**src/rtl/imem_fetch_unit.sv**
```systemverilog
// Instruction fetch front end: owns the PC, issues word reads to instruction memory,
// and buffers {pc, instr} in a small FIFO handed to decode over valid/ready.
module imem_fetch_unit #(
    parameter logic [31:0] RESET_PC = 32'h0000_0000,
    parameter int          DEPTH    = 2
) (
    input  logic        clk,
    input  logic        rst,
    input  logic        fetch_en,
    input  logic        redirect_en,
    input  logic [31:0] redirect_pc,
    output logic [31:0] imem_addr,
    output logic        imem_rd_en,
    input  logic [31:0] imem_instr,
    output logic [31:0] instr_out,
    output logic [31:0] pc_out,
    output logic        instr_valid,
    input  logic        instr_ready
);

    localparam int PTR_W = (DEPTH > 2) ? 2 : 1;
    localparam int CNT_W = 3;

    logic [31:0]      pc_reg;
    logic [31:0]      inflight_pc_reg;
    logic [31:0]      imem_addr_reg;
    logic             imem_rd_en_reg;
    logic [PTR_W-1:0] head_reg, tail_reg;
    logic [PTR_W-1:0] head_next, tail_next;
    logic [CNT_W-1:0] count_reg, count_next;

    logic [31:0] fifo_pc    [DEPTH];
    logic [31:0] fifo_instr [DEPTH];

    logic push, pop, issue;

    function automatic logic [PTR_W-1:0] ptr_inc(input logic [PTR_W-1:0] p);
        if (p == PTR_W'(DEPTH - 1)) begin
            return '0;
        end
        return p + 1'b1;
    endfunction

    // The outstanding read always lands the cycle after it issued; a redirect drops it.
    assign push = imem_rd_en_reg && !redirect_en;
    assign pop  = (count_reg != '0) && instr_ready && !redirect_en;

    always_comb begin
        head_next  = head_reg;
        tail_next  = tail_reg;
        count_next = count_reg;
        if (push) begin
            tail_next = ptr_inc(tail_reg);
        end
        if (pop) begin
            head_next = ptr_inc(head_reg);
        end
        if (push && !pop) begin
            count_next = count_reg + 1'b1;
        end else if (pop && !push) begin
            count_next = count_reg - 1'b1;
        end
    end

    // Credit: buffered words after this edge plus the new request must fit the FIFO.
    assign issue = fetch_en && !redirect_en && (int'(count_next) < DEPTH);

    always_ff @(posedge clk or posedge rst) begin
        if (rst) begin
            pc_reg          <= RESET_PC;
            inflight_pc_reg <= '0;
            imem_addr_reg   <= '0;
            imem_rd_en_reg  <= 1'b0;
            head_reg        <= '0;
            tail_reg        <= '0;
            count_reg       <= '0;
        end else if (redirect_en) begin
            pc_reg         <= {redirect_pc[31:2], 2'b00};
            imem_rd_en_reg <= 1'b0;
            head_reg       <= '0;
            tail_reg       <= '0;
            count_reg      <= '0;
        end else begin
            head_reg       <= head_next;
            tail_reg       <= tail_next;
            count_reg      <= count_next;
            imem_rd_en_reg <= issue;
            if (issue) begin
                imem_addr_reg   <= {2'b00, pc_reg[31:2]};
                inflight_pc_reg <= pc_reg;
                pc_reg          <= pc_reg + 32'd4;
            end
        end
    end

    // Storage carries no reset; entries are only visible while counted valid.
    always_ff @(posedge clk) begin
        if (push && !rst) begin
            fifo_pc[tail_reg]    <= inflight_pc_reg;
            fifo_instr[tail_reg] <= imem_instr;
        end
    end

    assign imem_addr   = imem_addr_reg;
    assign imem_rd_en  = imem_rd_en_reg;
    assign instr_valid = (count_reg != '0);
    assign instr_out   = instr_valid ? fifo_instr[head_reg] : '0;
    assign pc_out      = instr_valid ? fifo_pc[head_reg]    : '0;

endmodule

```
**config.mk**
```make
export PLATFORM = sky130hd
export DESIGN_NAME = imem_fetch_unit
export DESIGN_NICKNAME = d
export VERILOG_FILES = /design/src/rtl/imem_fetch_unit.sv
export SDC_FILE = /design/constraint.sdc
export NUM_CORES = 1
export LEC_CHECK = 0
export CORE_ASPECT_RATIO = 1.25
export CORE_UTILIZATION = 51
export DETAILED_ROUTE_END_ITERATION = 16
export GPL_TIMING_DRIVEN = 1
export PLACE_DENSITY = 0.88
export SLEW_MARGIN = 20
export SYNTH_ARGS = -nofsm -noshare
export SYNTH_HDL_FRONTEND = slang
export SYNTH_SLANG_ARGS = --single-unit
export TNS_END_PERCENT = 100
```
**constraint.sdc**
```tcl
create_clock -name clk -period 8.91 [get_ports clk]
set_clock_uncertainty 0.2 [all_clocks]
set_input_delay 1.3365 -clock clk [delete_from_list [all_inputs] [get_ports clk]]
set_output_delay 1.3365 -clock clk [all_outputs]
set_load 0.01 [all_outputs]
```
==> metrics.yaml, run 1 <==
outcome:
  status: "finished, violations left"
  violations: "design-rule violations"
grt:
  grt_max_degree: 67
  grt.met2_usage_pct: 38.8
  grtUsageMet1_pct: 24.6
  met3_usage_pct: 3.45
  grt_pass1_vias: 5260
  grt_pass1_wl_microns: 26400
  overflow: 0
  grt-busiest-layer: "met2"
  grt_antenna_before_repair: 0
  grt_usage_pct: 21.3
critical_path:
  rrSetupSlack_ns: 5.14
  crit_arrival_ns: 2.72
  max_stage_delay_ns: 0.55
  crit_fanout: 45
  r2r-start: "count_reg[0]$_DFFE_PP0P_"
  cp-start-kind: "flop"
  crit_family: "buffers and inverters"
  r2r_cells: 9
  required_ns: 7.37
  path_buf_inv: 3
  crit_chain: "inv_1 > ha_1 > nor2b_4 > buf_4 > nor2_1 > clkdlybuf4s50_1"
  worstReg2RegEnd: "inflight_pc_reg[3]$_DFFE_PP0P_"
  path_class: "flop to primary output"
  slowest_stage: "clkdlybuf4s50_1"
  critPathCaptureType: "primary output"
power_and_ir_drop:
  finalPower_mw: 3.23
  powerDensity_nw_per_um2: 309
  p_clk_share_pct: 23.2
  switching_power_mw: 1.06
  p_sw_share_pct: 32.8
  combPwrFrac_pct: 37.0
  power_frac_seq_pct: 39.9
  p_int_mw: 2.17
  p_leak_nw: 3.70
  ir_worst_vdd_uv: 136
synthesis:
  synth_ff_type: "edfxtp_1"
  yosysWarnings: 0
  synth_edf_count: 124
  synthArstFlopShare_pct: 34.7
  seq_area_frac_synth_pct: 66.7
  yosys_register_bits: 190
  syn_area_sq_um: 8060
  ys_types: 44
  synth.avg_cell_area_sq_um: 13.9
  synthCells: 581
hold_path:
  hp-start: "inflight_pc_reg[26]$_DFFE_PP0P_"
  hold_end: "fifo_pc[1][26]$_DFFE_PP_"
  hold_class: "flop to flop"
  holdPathStages: 0
final_layout:
  diodes: 0
  area_delta_synth_final_pct: 29.5
  largest_reg_flops: 64
  final_util_pct: 67.3
  nets: 807
  largest-register: "fifo_instr"
  drive_above_1_share_pct: 12.4
  nFillCells: 1079
  top_regs: "fifo_instr: 64 flops, fifo_pc: 60 flops"
placement:
  gp_congestion: 0.844
  port-buffer-count: 160
  detailed_place_hpwl_microns: 11300
cts:
  path_clk_slew_ns: 0.06
  clk_latency_ns: 0.41
  cts_root_buf: "clkbuf_16"
  cts_made_buffers: 17
  cts_sinks: 190
  htree_levels: 4
  cts.path.max_buffers: 2
  cts_tree: "yes"
  cts_resized: 0
  cts_setup_buffers: 0
  hold_buffers: 0
route:
  drt_iter0_markers: 339
  finalWirelength_microns: 16900
  drc_errors: 2
  firstDrtPassIters: 13
  num_vias: 5105
  viasPerCell: 5.32
  antenna_left: 0
  wl_per_cell_microns: 17.6
sta:
  rsz0062_at_grt: "false"
  drv_slew: 0
  setup_viol: 0
  fin_crit_sh_pct: 47.8
  fmax_mhz: 235
  period_minus_slack_ns: 4.26
  tns_ns: 0
  worst_slew_pin_slew_ns: 1.09
  slew_headroom_pct: 27.2
  hold_violations: 0
floorplan:
  core_area_sq_um: 15500
  die_w_microns: 114
  ioPinCount: 167
  initial_core_util_pct: 52.0
  die_area_sq_um: 16300
  num_rows: 51
  die_h_microns: 143
run:
  maxCapViolCount: 0
-- cell usage after synthesis, types with 2 or more instances --
| library cell | instances | area, sq um |
|---|---|---|
| a21o_1 | 3 | 22.5 |
| a22oi_1 | 2 | 15.0 |
| a31oi_1 | 3 | 18.8 |
| and3_1 | 3 | 18.8 |
| and4_1 | 2 | 17.5 |
| buf_1 | 6 | 22.5 |
| buf_2 | 4 | 20.0 |
| buf_4 | 9 | 67.6 |
| clkbuf_1 | 16 | 60.1 |
| dfrtp_1 | 66 | 1650 |
| edfxtp_1 | 124 | 3720 |
| ha_1 | 4 | 50.1 |
| inv_1 | 9 | 33.8 |
| mux2_2 | 35 | 394 |
| mux2i_1 | 66 | 661 |
| nand2_1 | 40 | 150 |
| nand3_1 | 14 | 70.1 |
| nand4_1 | 7 | 43.8 |
| nor2_1 | 74 | 278 |
| nor2b_1 | 3 | 18.8 |
| nor3_1 | 13 | 65.1 |
| nor3_2 | 2 | 20.0 |
| nor4_1 | 3 | 18.8 |
| nor4_2 | 8 | 100 |
| nor4b_1 | 2 | 17.5 |
| o21ai_0 | 12 | 60.1 |
| o21ai_1 | 7 | 35.0 |
| or4b_1 | 2 | 20.0 |
| xnor2_1 | 20 | 175 |
| xor2_1 | 8 | 70.1 |
-- layout by cell type (no fill, tap or decap), types with 4 or more instances in the layout --
cell / synthesis / layout
dfrtp_1: 66 / 65
edfxtp_1: 124 / 124
nand2_1: 40 / 40
mux2i_1: 66 / 66
o21ai_0: 12 / 12
conb_1: 1 / 4
nor4_2: 8 / 8
mux2_2: 35 / 35
clkbuf_16: 0 / 20
xnor2_1: 20 / 20
inv_1: 9 / 8
clkdlybuf4s50_1: 0 / 159
buf_4: 9 / 6
nor3_1: 13 / 13
o21ai_1: 7 / 7
nand4_1: 7 / 7
nand3_1: 14 / 14
nor2_1: 74 / 74
ha_1: 4 / 4
xor2_1: 8 / 8
inv_6: 0 / 4
-- per-layer routing --
| metal | share of wire, % | up-vias |
|---|---|---|
| met5 | 0 | - |
| met3 | 3.6 | 24 |
| li1 | - | 2399 |
| met2 | 54 | 159 |
| met4 | 2.3 | 0 |
| met1 | 40 | 2523 |
-- area by class of cell --
type | count | area [sq um] | share of cell area, %
timing repair buffer | 167 | 1650 | 15.8
clock inverter | 10 | 88.8 | 0.851
clock buffer | 22 | 508 | 4.86
inverter | 10 | 37.5 | 0.359
tap | 212 | 265 | 2.54
multi-input combinational | 348 | 2510 | 24.0
sequential | 190 | 5380 | 51.5
-- cell families (layout without fill, tap and decap cells) --
logic type,count (synthesis),in the layout,share of synthesized area [%]
DFF,190,190,66.7
and+or+nand+nor,178,178,11.0
muxes,101,101,13.1
buffers and inverters,46,209,2.72
AOI/OAI and AO/OA,33,33,2.89
xor gates and xnor gates,28,28,3.04
adders and majority gates,4,4,0.621
other,1,4,0.0465
-- stage by stage --
| step | hold slack [ns] | setup WS (ns) | cells | area [sq um] |
|---|---|---|---|---|
| 6_report | 0.298 | 4.65 | 959 | 10400 |
| 2_1_floorplan | 0.279 | 2.99 | 584 | 8080 |
| 3_5_place_dp | 0.287 | 4.42 | 926 | 9830 |
| 3_3_place_gp | 0.283 | 4.53 | 926 | 9830 |
| 4_1_cts | 0.303 | 4.61 | 958 | 10400 |
| 5_1_grt | 0.326 | 4.43 | 959 | 10400 |
-- power by group through the flow --
stage	Sequential [mW]	Clock (mW)	Combinational, mW
6_report	1.29	0.748	1.19
4_1_cts	1.29	0.763	1.21
3_5_place_dp	1.31	0	1.20
5_1_grt	1.31	0.796	1.27
3_3_place_gp	1.29	0	1.16
2_1_floorplan	1.23	0	0.654
-- worst max-delay path by stage --
| stage | depth (start not counted) | start | end | slack, ns |
|---|---|---|---|---|
| 2_1_floorplan | 3 | redirect_en | fifo_instr[0][0]$_DFFE_PP_ | 2.99 |
| 3_3_place_gp | 6 | instr_ready | inflight_pc_reg[7]$_DFFE_PP0P_ | 4.53 |
| 3_5_place_dp | 6 | instr_ready | inflight_pc_reg[10]$_DFFE_PP0P_ | 4.42 |
| 4_1_cts | 6 | count_reg[0]$_DFFE_PP0P_ | pc_out[13] | 4.61 |
| 5_1_grt | 6 | count_reg[0]$_DFFE_PP0P_ | pc_out[13] | 4.43 |
| 6_report | 6 | count_reg[0]$_DFFE_PP0P_ | pc_out[13] | 4.65 |
Power figures use the tool's default switching activity.
==> inputs of run 2 (changes only) <==
- clock period: 8.91 -> 4.29 ns (I/O delays scaled with it)
==> run 2 against run 1 <==
  * The flow still finishes with violations (design-rule violations)
  * First-iteration DRC count decreased by 24%
  * Design area hardly changed
  * Via count shrank 1.2%
  * Non-clock buffer count grew 4
  * Sequential share of layout area is essentially flat
  * Worst hold slack improved by 0.0032 ns
  * Wire length decreased by 3.3%
  * Final cell count rose by 0.42%
  * Combinational power up 110%
  * Critical path depth stayed put
  * Global-route usage decreased by 0.31 points
  * Setup slack got worse by 3.9 ns
==> metrics.yaml, run 2 (synthesis gave the netlist of run 1 again) <==
outcome:
  status: "finished, violations left"
  violations: "design-rule violations"
power_and_ir_drop:
  ir_worst_vdd_uv: 318
  power_frac_seq_pct: 40.4
  p_sw_share_pct: 33.2
  combPwrFrac_pct: 37.5
  p_leak_nw: 3.69
  p_int_mw: 4.42
  p_clk_share_pct: 22.1
  switching_power_mw: 2.20
  powerDensity_nw_per_um2: 634
final_layout:
  largest_reg_flops: 64
  diodes: 0
  nFillCells: 1104
  top_regs: "fifo_instr: 64 flops, fifo_pc: 60 flops"
  final_cell_mix: "clkdlybuf4s50_1, edfxtp_1, nor2_1"
  nets: 811
  mostFrequentLayoutCell: "clkdlybuf4s50_1"
  drive_above_1_share_pct: 12.9
  fin_cells: 963
  area_delta_synth_final_pct: 29.4
  largest-register: "fifo_instr"
placement:
  gp_congestion: 0.843
  dp_cells: 931
  port-buffer-count: 160
  detailed_place_hpwl_microns: 11300
critical_path:
  required_ns: 3.45
  path_class: "flop to primary output"
  critPathCaptureType: "primary output"
  cp-start-kind: "flop"
  crit_arrival_ns: 2.74
  crit_fanout: 44
grt:
  grt_pass1_vias: 5013
  grt_pass1_wl_microns: 25800
  grt_max_degree: 67
  grt_usage_pct: 21.0
  grt_antenna_before_repair: 0
  overflow: 0
cts:
  cts.path.max_buffers: 2
  cts_setup_buffers: 0
  cts_tree: "yes"
  hold_buffers: 0
  clk_latency_ns: 0.42
  cts_made_buffers: 17
  cts_sinks: 190
  path_clk_slew_ns: 0.07
  cts_root_buf: "clkbuf_16"
  cts_resized: 0
  htree_levels: 4
floorplan:
  die_w_microns: 114
  die_h_microns: 143
  die_area_sq_um: 16300
  ioPinCount: 167
  initial_core_util_pct: 52.0
  core_area_sq_um: 15500
  num_rows: 51
sta:
  fmax_mhz: 279
  worst_slew_pin_slew_ns: 1.10
  slew_headroom_pct: 26.8
  rsz0062_at_grt: "false"
  period_minus_slack_ns: 3.58
  tns_ns: 0
  fin_crit_sh_pct: 83.4
  setup_viol: 0
  drv_slew: 0
  hold_violations: 0
run:
  maxCapViolCount: 0
route:
  viasPerCell: 5.24
  num_vias: 5042
  antenna_left: 0
  firstDrtPassIters: 12
  finalWirelength_microns: 16300
  drt_iter0_markers: 259
  drc_errors: 1
  wl_per_cell_microns: 16.9
hold_path:
  hold_class: "flop to flop"
-- run 2: stage by stage --
stage	cell area, sq um	worst slack [ns]	util [%]	power (mW)	hold WS, ns
floorplan	8090	0.456	-	3.91	0.279
global placement	9880	0.965	63.7	5.11	0.282
detailed placement	9880	0.864	63.7	5.21	0.288
CTS	10400	0.652	67.3	6.67	0.301
global route	10400	0.526	67.3	6.94	0.320
finish	10400	0.711	67.3	6.61	0.301
-- run 2: critical path, stage by stage (launching register included) --
cell             delay, ns
dfrtp_1               0.41
inv_1                 0.10
ha_1                  0.19
nor2b_4               0.45
buf_4                 0.50
nor2_1                0.11
clkdlybuf4s50_1       0.52
-- run 2: final timing paths --
| path | cells past startpoint | end | start | slack (ns) |
|---|---|---|---|---|
| setup / recovery | 6 | pc_out[29] | count_reg[0]$_DFFE_PP0P_ | 0.71 |
| max in group asynchronous | 3 | head_reg$_DFFE_PP0P_ | rst | 2.61 |
| setup reg to reg | 9 | pc_reg[18]$_DFFE_PP0P_ | count_reg[0]$_DFFE_PP0P_ | 0.94 |
| min in group asynchronous | 3 | count_reg[0]$_DFFE_PP0P_ | rst | 0.70 |
| hold / removal | 0 | fifo_pc[0][19]$_DFFE_PP_ | inflight_pc_reg[19]$_DFFE_PP0P_ | 0.30 |
| hold reg to reg | 0 | fifo_pc[0][19]$_DFFE_PP_ | inflight_pc_reg[19]$_DFFE_PP0P_ | 0.30 |
-- run 2: metal layers --
layer  vias up  global-route usage (%)  routed length, microns
met1      2465                    24.8                    6490
met5         -                       0                       0
li1       2411                       -                       -
met4         0                    8.20                     389
met2       136                    37.6                    8790
met3        30                    3.92                     643
-- run 2: area by class of cell --
cell class	instances	area [sq um]	area share, %
flip-flops and latches	190	5380	51.5
multi-input cells	348	2510	24.1
repair buffers	171	1690	16.2
clock buffers	18	429	4.11
well taps	212	265	2.54
clock inverters	14	123	1.17
inverters	10	37.5	0.360
-- run 2: power by group through the flow --
stage	combinational [mW]	sequential [mW]	clock (mW)
finish	2.48	2.67	1.46
global route	2.65	2.72	1.57
CTS	2.50	2.68	1.49
detailed placement	2.49	2.72	0
global placement	2.42	2.69	0
floorplan	1.36	2.55	0
==> inputs of run 3 (changes only) <==
- clock period: 4.29 -> 3.55 ns (I/O delays scaled with it)
==> run 3 against run 2 <==
  * The run still ends with design-rule violations left
  * Design area rose by 0.52%
  * Register-to-register slack worse by 0.30 ns
  * Combinational power increased by 26%
  * Clock power is 24% higher
  * Critical endpoint is now instr_out[10]
  * Largest power group unchanged
  * Highest routed layer unchanged
==> metrics.yaml, run 3 (synthesis gave the netlist of run 1 again) <==
outcome:
  status: "finished, violations left"
  violations: "design-rule violations"
final_layout:
  nFillCells: 1083
  top_regs: "fifo_instr: 64 flops, fifo_pc: 60 flops"
  largest_reg_flops: 64
  area_delta_synth_final_pct: 30.1
  fin_cells: 967
  final_cell_mix: "clkdlybuf4s50_1, edfxtp_1, nor2_1"
  diodes: 0
  mostFrequentLayoutCell: "clkdlybuf4s50_1"
  largest-register: "fifo_instr"
  nets: 815
  drive_above_1_share_pct: 13.5
cts:
  cts_sinks: 190
  hold_buffers: 0
  clk_latency_ns: 0.43
  cts_root_buf: "clkbuf_16"
  htree_levels: 4
  cts_made_buffers: 17
  cts_resized: 0
  path_clk_slew_ns: 0.08
  cts_setup_buffers: 0
  cts.path.max_buffers: 2
  cts_tree: "yes"
placement:
  dp_cells: 935
  port-buffer-count: 160
  place_ws_ns: 0.424
  detailed_place_hpwl_microns: 11500
  gp_congestion: 0.830
sta:
  slew_headroom_pct: 46.4
  hold_violations: 0
  fmax_mhz: 305
  setup_viol: 0
  finalWorstSetupSlack_ns: 0.269
  tns_ns: 0
  worst_slew_pin_slew_ns: 0.804
  rsz0062_at_grt: "false"
  hold_ws_ns: 0.305
  period_minus_slack_ns: 3.28
  fin_crit_sh_pct: 92.4
  drv_slew: 0
route:
  antenna_left: 0
  num_vias: 5211
  drc_errors: 5
  drt_iter0_markers: 365
  viasPerCell: 5.39
  wl_per_cell_microns: 17.6
  firstDrtPassIters: 11
  finalWirelength_microns: 17100
floorplan:
  die_h_microns: 143
  initial_core_util_pct: 52.0
  ioPinCount: 167
  die_w_microns: 114
  core_area_sq_um: 15500
  num_rows: 51
  die_area_sq_um: 16300
critical_path:
  required_ns: 2.82
  crit_fanout: 62
  critPathCaptureType: "primary output"
  crit_arrival_ns: 2.55
  cp-start-kind: "flop"
  path_class: "flop to primary output"
grt:
  grt_usage_pct: 21.6
  overflow: 0
  grt_pass1_wl_microns: 26600
  grt_antenna_before_repair: 0
  grt_max_degree: 67
  grt_pass1_vias: 5337
run:
  maxCapViolCount: 0
power_and_ir_drop:
  p_leak_nw: 3.72
  finalPower_mw: 8.10
  ir_worst_vdd_uv: 520
  powerDensity_nw_per_um2: 772
hold_path:
  hold_class: "flop to flop"
==> run 3: cell types whose count changed in the layout (fill, tap and decap cells not counted) <==
cell,change
inv_2,-1
clkbuf_1,-1
buf_4,+4
clkinv_8,+2
clkinv_2,+1
inv_8,+1
inv_6,-2
==> run 3: final timing paths <==
kind                                                 from                         endpoint  slack (ns)  cells past startpoint
max                              count_reg[0]$_DFFE_PP0P_                    instr_out[10]        0.27                      6
max reg2reg                      count_reg[0]$_DFFE_PP0P_  inflight_pc_reg[30]$_DFFE_PP0P_        0.64                      9
min                        inflight_pc_reg[8]$_DFFE_PP0P_          fifo_pc[1][8]$_DFFE_PP_        0.31                      0
max in group asynchronous                             rst             head_reg$_DFFE_PP0P_        1.90                      3
min reg2reg                inflight_pc_reg[8]$_DFFE_PP0P_          fifo_pc[1][8]$_DFFE_PP_        0.31                      0
min in group asynchronous                             rst  inflight_pc_reg[10]$_DFFE_PP0P_        0.66                      3
==> run 3: metal layers <==
metal	global-route usage, %	up-vias	wire, microns
met5	0	-	0
met4	9.43	0	358
met3	3.79	27	868
met2	38.5	216	9130
met1	25.4	2556	6710
li1	-	2412	-
==> run 3: worst max-delay path: stages, from the launching register on <==
cell	delay [ns]
dfrtp_1	0.42
inv_1	0.11
ha_1	0.19
nor2b_4	0.16
buf_4	0.54
nor2_1	0.14
clkdlybuf4s50_1	0.53
==> run 3: final cells by class <==
type | instances | area, sq um | share of cell area (%)
clock buffer | 17 | 425 | 4.06
clock inverter | 15 | 146 | 1.40
inverter | 10 | 41.3 | 0.394
multi-input combinational | 348 | 2510 | 23.9
sequential | 190 | 5380 | 51.3
tap | 212 | 265 | 2.53
timing repair buffer | 175 | 1720 | 16.4
==> run 3: power by group <==
group	switching, mW	leakage (nW)	internal (mW)
registers	0.394	1.91	2.77
clock network	0.880	0.279	0.933
logic	1.46	1.53	1.67
total	2.74	3.72	5.37
==> run 3: per-stage QoR <==
stage / util [%] / cell area [sq um]
after global placement: 64.0 / 9920
after CTS: 67.7 / 10500
after global routing: 67.7 / 10500
final: 67.7 / 10500
after detailed placement: 64.0 / 9920
after floorplan: - / 8110
==> patch: new RTL, flow settings as in run 2 <==
Make the reset (`rst`) synchronous in one clocked block.
--- a/src/rtl/imem_fetch_unit.sv
+++ b/src/rtl/imem_fetch_unit.sv
@@ -66,5 +66,5 @@
     assign issue = fetch_en && !redirect_en && (int'(count_next) < DEPTH);
 
-    always_ff @(posedge clk or posedge rst) begin
+    always_ff @(posedge clk) begin
         if (rst) begin
             pc_reg          <= RESET_PC;
Check against the original RTL: differs if rst is asserted again (counterexample within 4 cycles, from zero or initial values and one cycle with rst high); with rst held inactive, the same outputs for 4 cycles.
==> patch against run 2 <==
  * Cell area fell by 1.1%
  * Worst setup slack got worse by 0.090 ns
  * Sequential cell count rose by 1
  * Via count rose by 15%
  * Synthesized area fell by 1.3%
  * Routed wire length rose by 6.5%
  * First-iteration DRC count rose by 69%
  * Hold slack got worse by 0.015 ns
  * Synthesized cell count rose by 17%
  * Critical path type is now input port to flip-flop
  * Critical endpoint is now pc_reg[11]
  * Highest routed layer unchanged
Power is not compared: it rests on default switching activity, and its combinational part moved more than twofold at a synthesized area within 25%.
==> patch: results (changes against run 2) <==
Parameter                              Value

Run status
  Result of the run ... finished, final reports clean

GRT
  Grt met1 use ... 27.2% (+2.4 points)
  Maximum number of pins on one net before global-route repair ... 70 (+4.5%)
  Met2 demand-to-capacity share in global routing ... 39.2% (+1.6 points)
  Wire length of the first global-routing pass ... 27800 µm (+8.1%)
  Total routing usage reported by global routing ... 22.2% (+1.3 points)

Yosys
  Fraction of registers with async set or reset after synthesis ... 0% (-35 points)
  Leading cell types by count after synthesis ... edfxtp_1 (124), nand2_1 (97), nor2_1 (73)
  Summed instance area of the synthesized netlist ... 7960 µm² (-1.3%)
  Synthesized netlist cell count ... 680 (+17%)
  Fraction of synthesized cell area in xor and xnor cells ... 0.220% (-2.8 points)
  Share of synthesized area spent on multiplexers ... 7.92% (-5.2 points)
  Ranking of synthesized cells by area ... edfxtp_1 (47%), dfxtp_1 (17%), mux2i_1 (7.9%), nand2_1 (4.6%), nor2_1 (3.4%)
  Post-Synth Adder-Cell Area ... 0.943% (+0.32 points)
  Area fraction in compound gates after synthesis ... 8.76% (+5.9 points)
  Number of different library cells in the post-synthesis netlist ... 59 (+34%)

Layout
  Post-layout net count ... 903 (+11%)
  Sequential cell area share ... 49.1% (-2.4 points)
  Clk tree area frac ... 5.43% (+0.14 points)
  Proportion of layout cells with a drive suffix above 1 ... 7.25% (-5.7 points)
  Multi-input logic cell count ... 435 (+25%)
  Clkbuf count ... 19 (+1)
  Fill cell instance count of the final layout ... 1112 (+0.72%)
  Final non-clock buffer share ... 16.5% (+0.32 points)
  Share of cell area taken by multi-input logic gates ... 26.0% (+2.0 points)

Placed design
  Pre-CTS setup slack ... 0.222 ns (-0.642 ns)
  Placer congestion estimate ... 0.831 (-1.4%)
  DP Area ... 9760 µm² (-1.2%)
  Hpwl dp ... 11400 µm (+1.3%)

Worst setup path
  Worst-path fanout max ... 33 (-25%)
  Startpoint of the most critical setup path ... redirect_en
  Worst Reg-to-Reg Cells ... 11 (+2)
  Reg-to-Reg Start ... count_reg[0]

STA
  Worst-Margin Slew ... 0.712 ns (-0.387 ns)
  Ratio of final minimum period to clock period ... 85.5% (+2.1 points)

Drt
  Pre-antenna DRT Iters ... 6 (-6)
  Wire length reported by the detailed router ... 17400 µm (+6.5%)
  Routed via count ... 5789 (+15%)

Min path
  Hold path startpoint ... inflight_pc_reg[7]
  Hold Path Stages ... 2 (+2)
-- patch: worst paths after layout --
path / to
worst max-delay path: pc_reg[11]
worst min-delay path: inflight_pc_reg[7]
worst max register to register: pc_reg[11]
worst min register to register: inflight_pc_reg[7]
-- patch: critical path, cell delays in order --
cell and delay (ns):
clkdlybuf4s50_1 0.46, inv_4 0.20, nand2_1 0.21, inv_1 0.10, ha_1 0.29, and3b_1 0.24, o211ai_4 0.27, nand3_2 0.53
or4_1 0.69, a31oi_1 0.16
-- patch: routing by layer --
| metal | up-vias | routed length [µm] |
|---|---|---|
| li1 | 2783 | - |
| met1 | 2764 | 6990 |
| met2 | 210 | 9170 |
| met3 | 32 | 876 |
| met4 | 0 | 349 |
| met5 | - | 0 |
-- patch: stage by stage --
step           util (%)  std cells
4_1_cts            68.2       1049
3_3_place_gp       64.5       1017
2_1_floorplan         -        683
3_5_place_dp       64.5       1017
5_1_grt            68.2       1049
6_report           68.2       1049
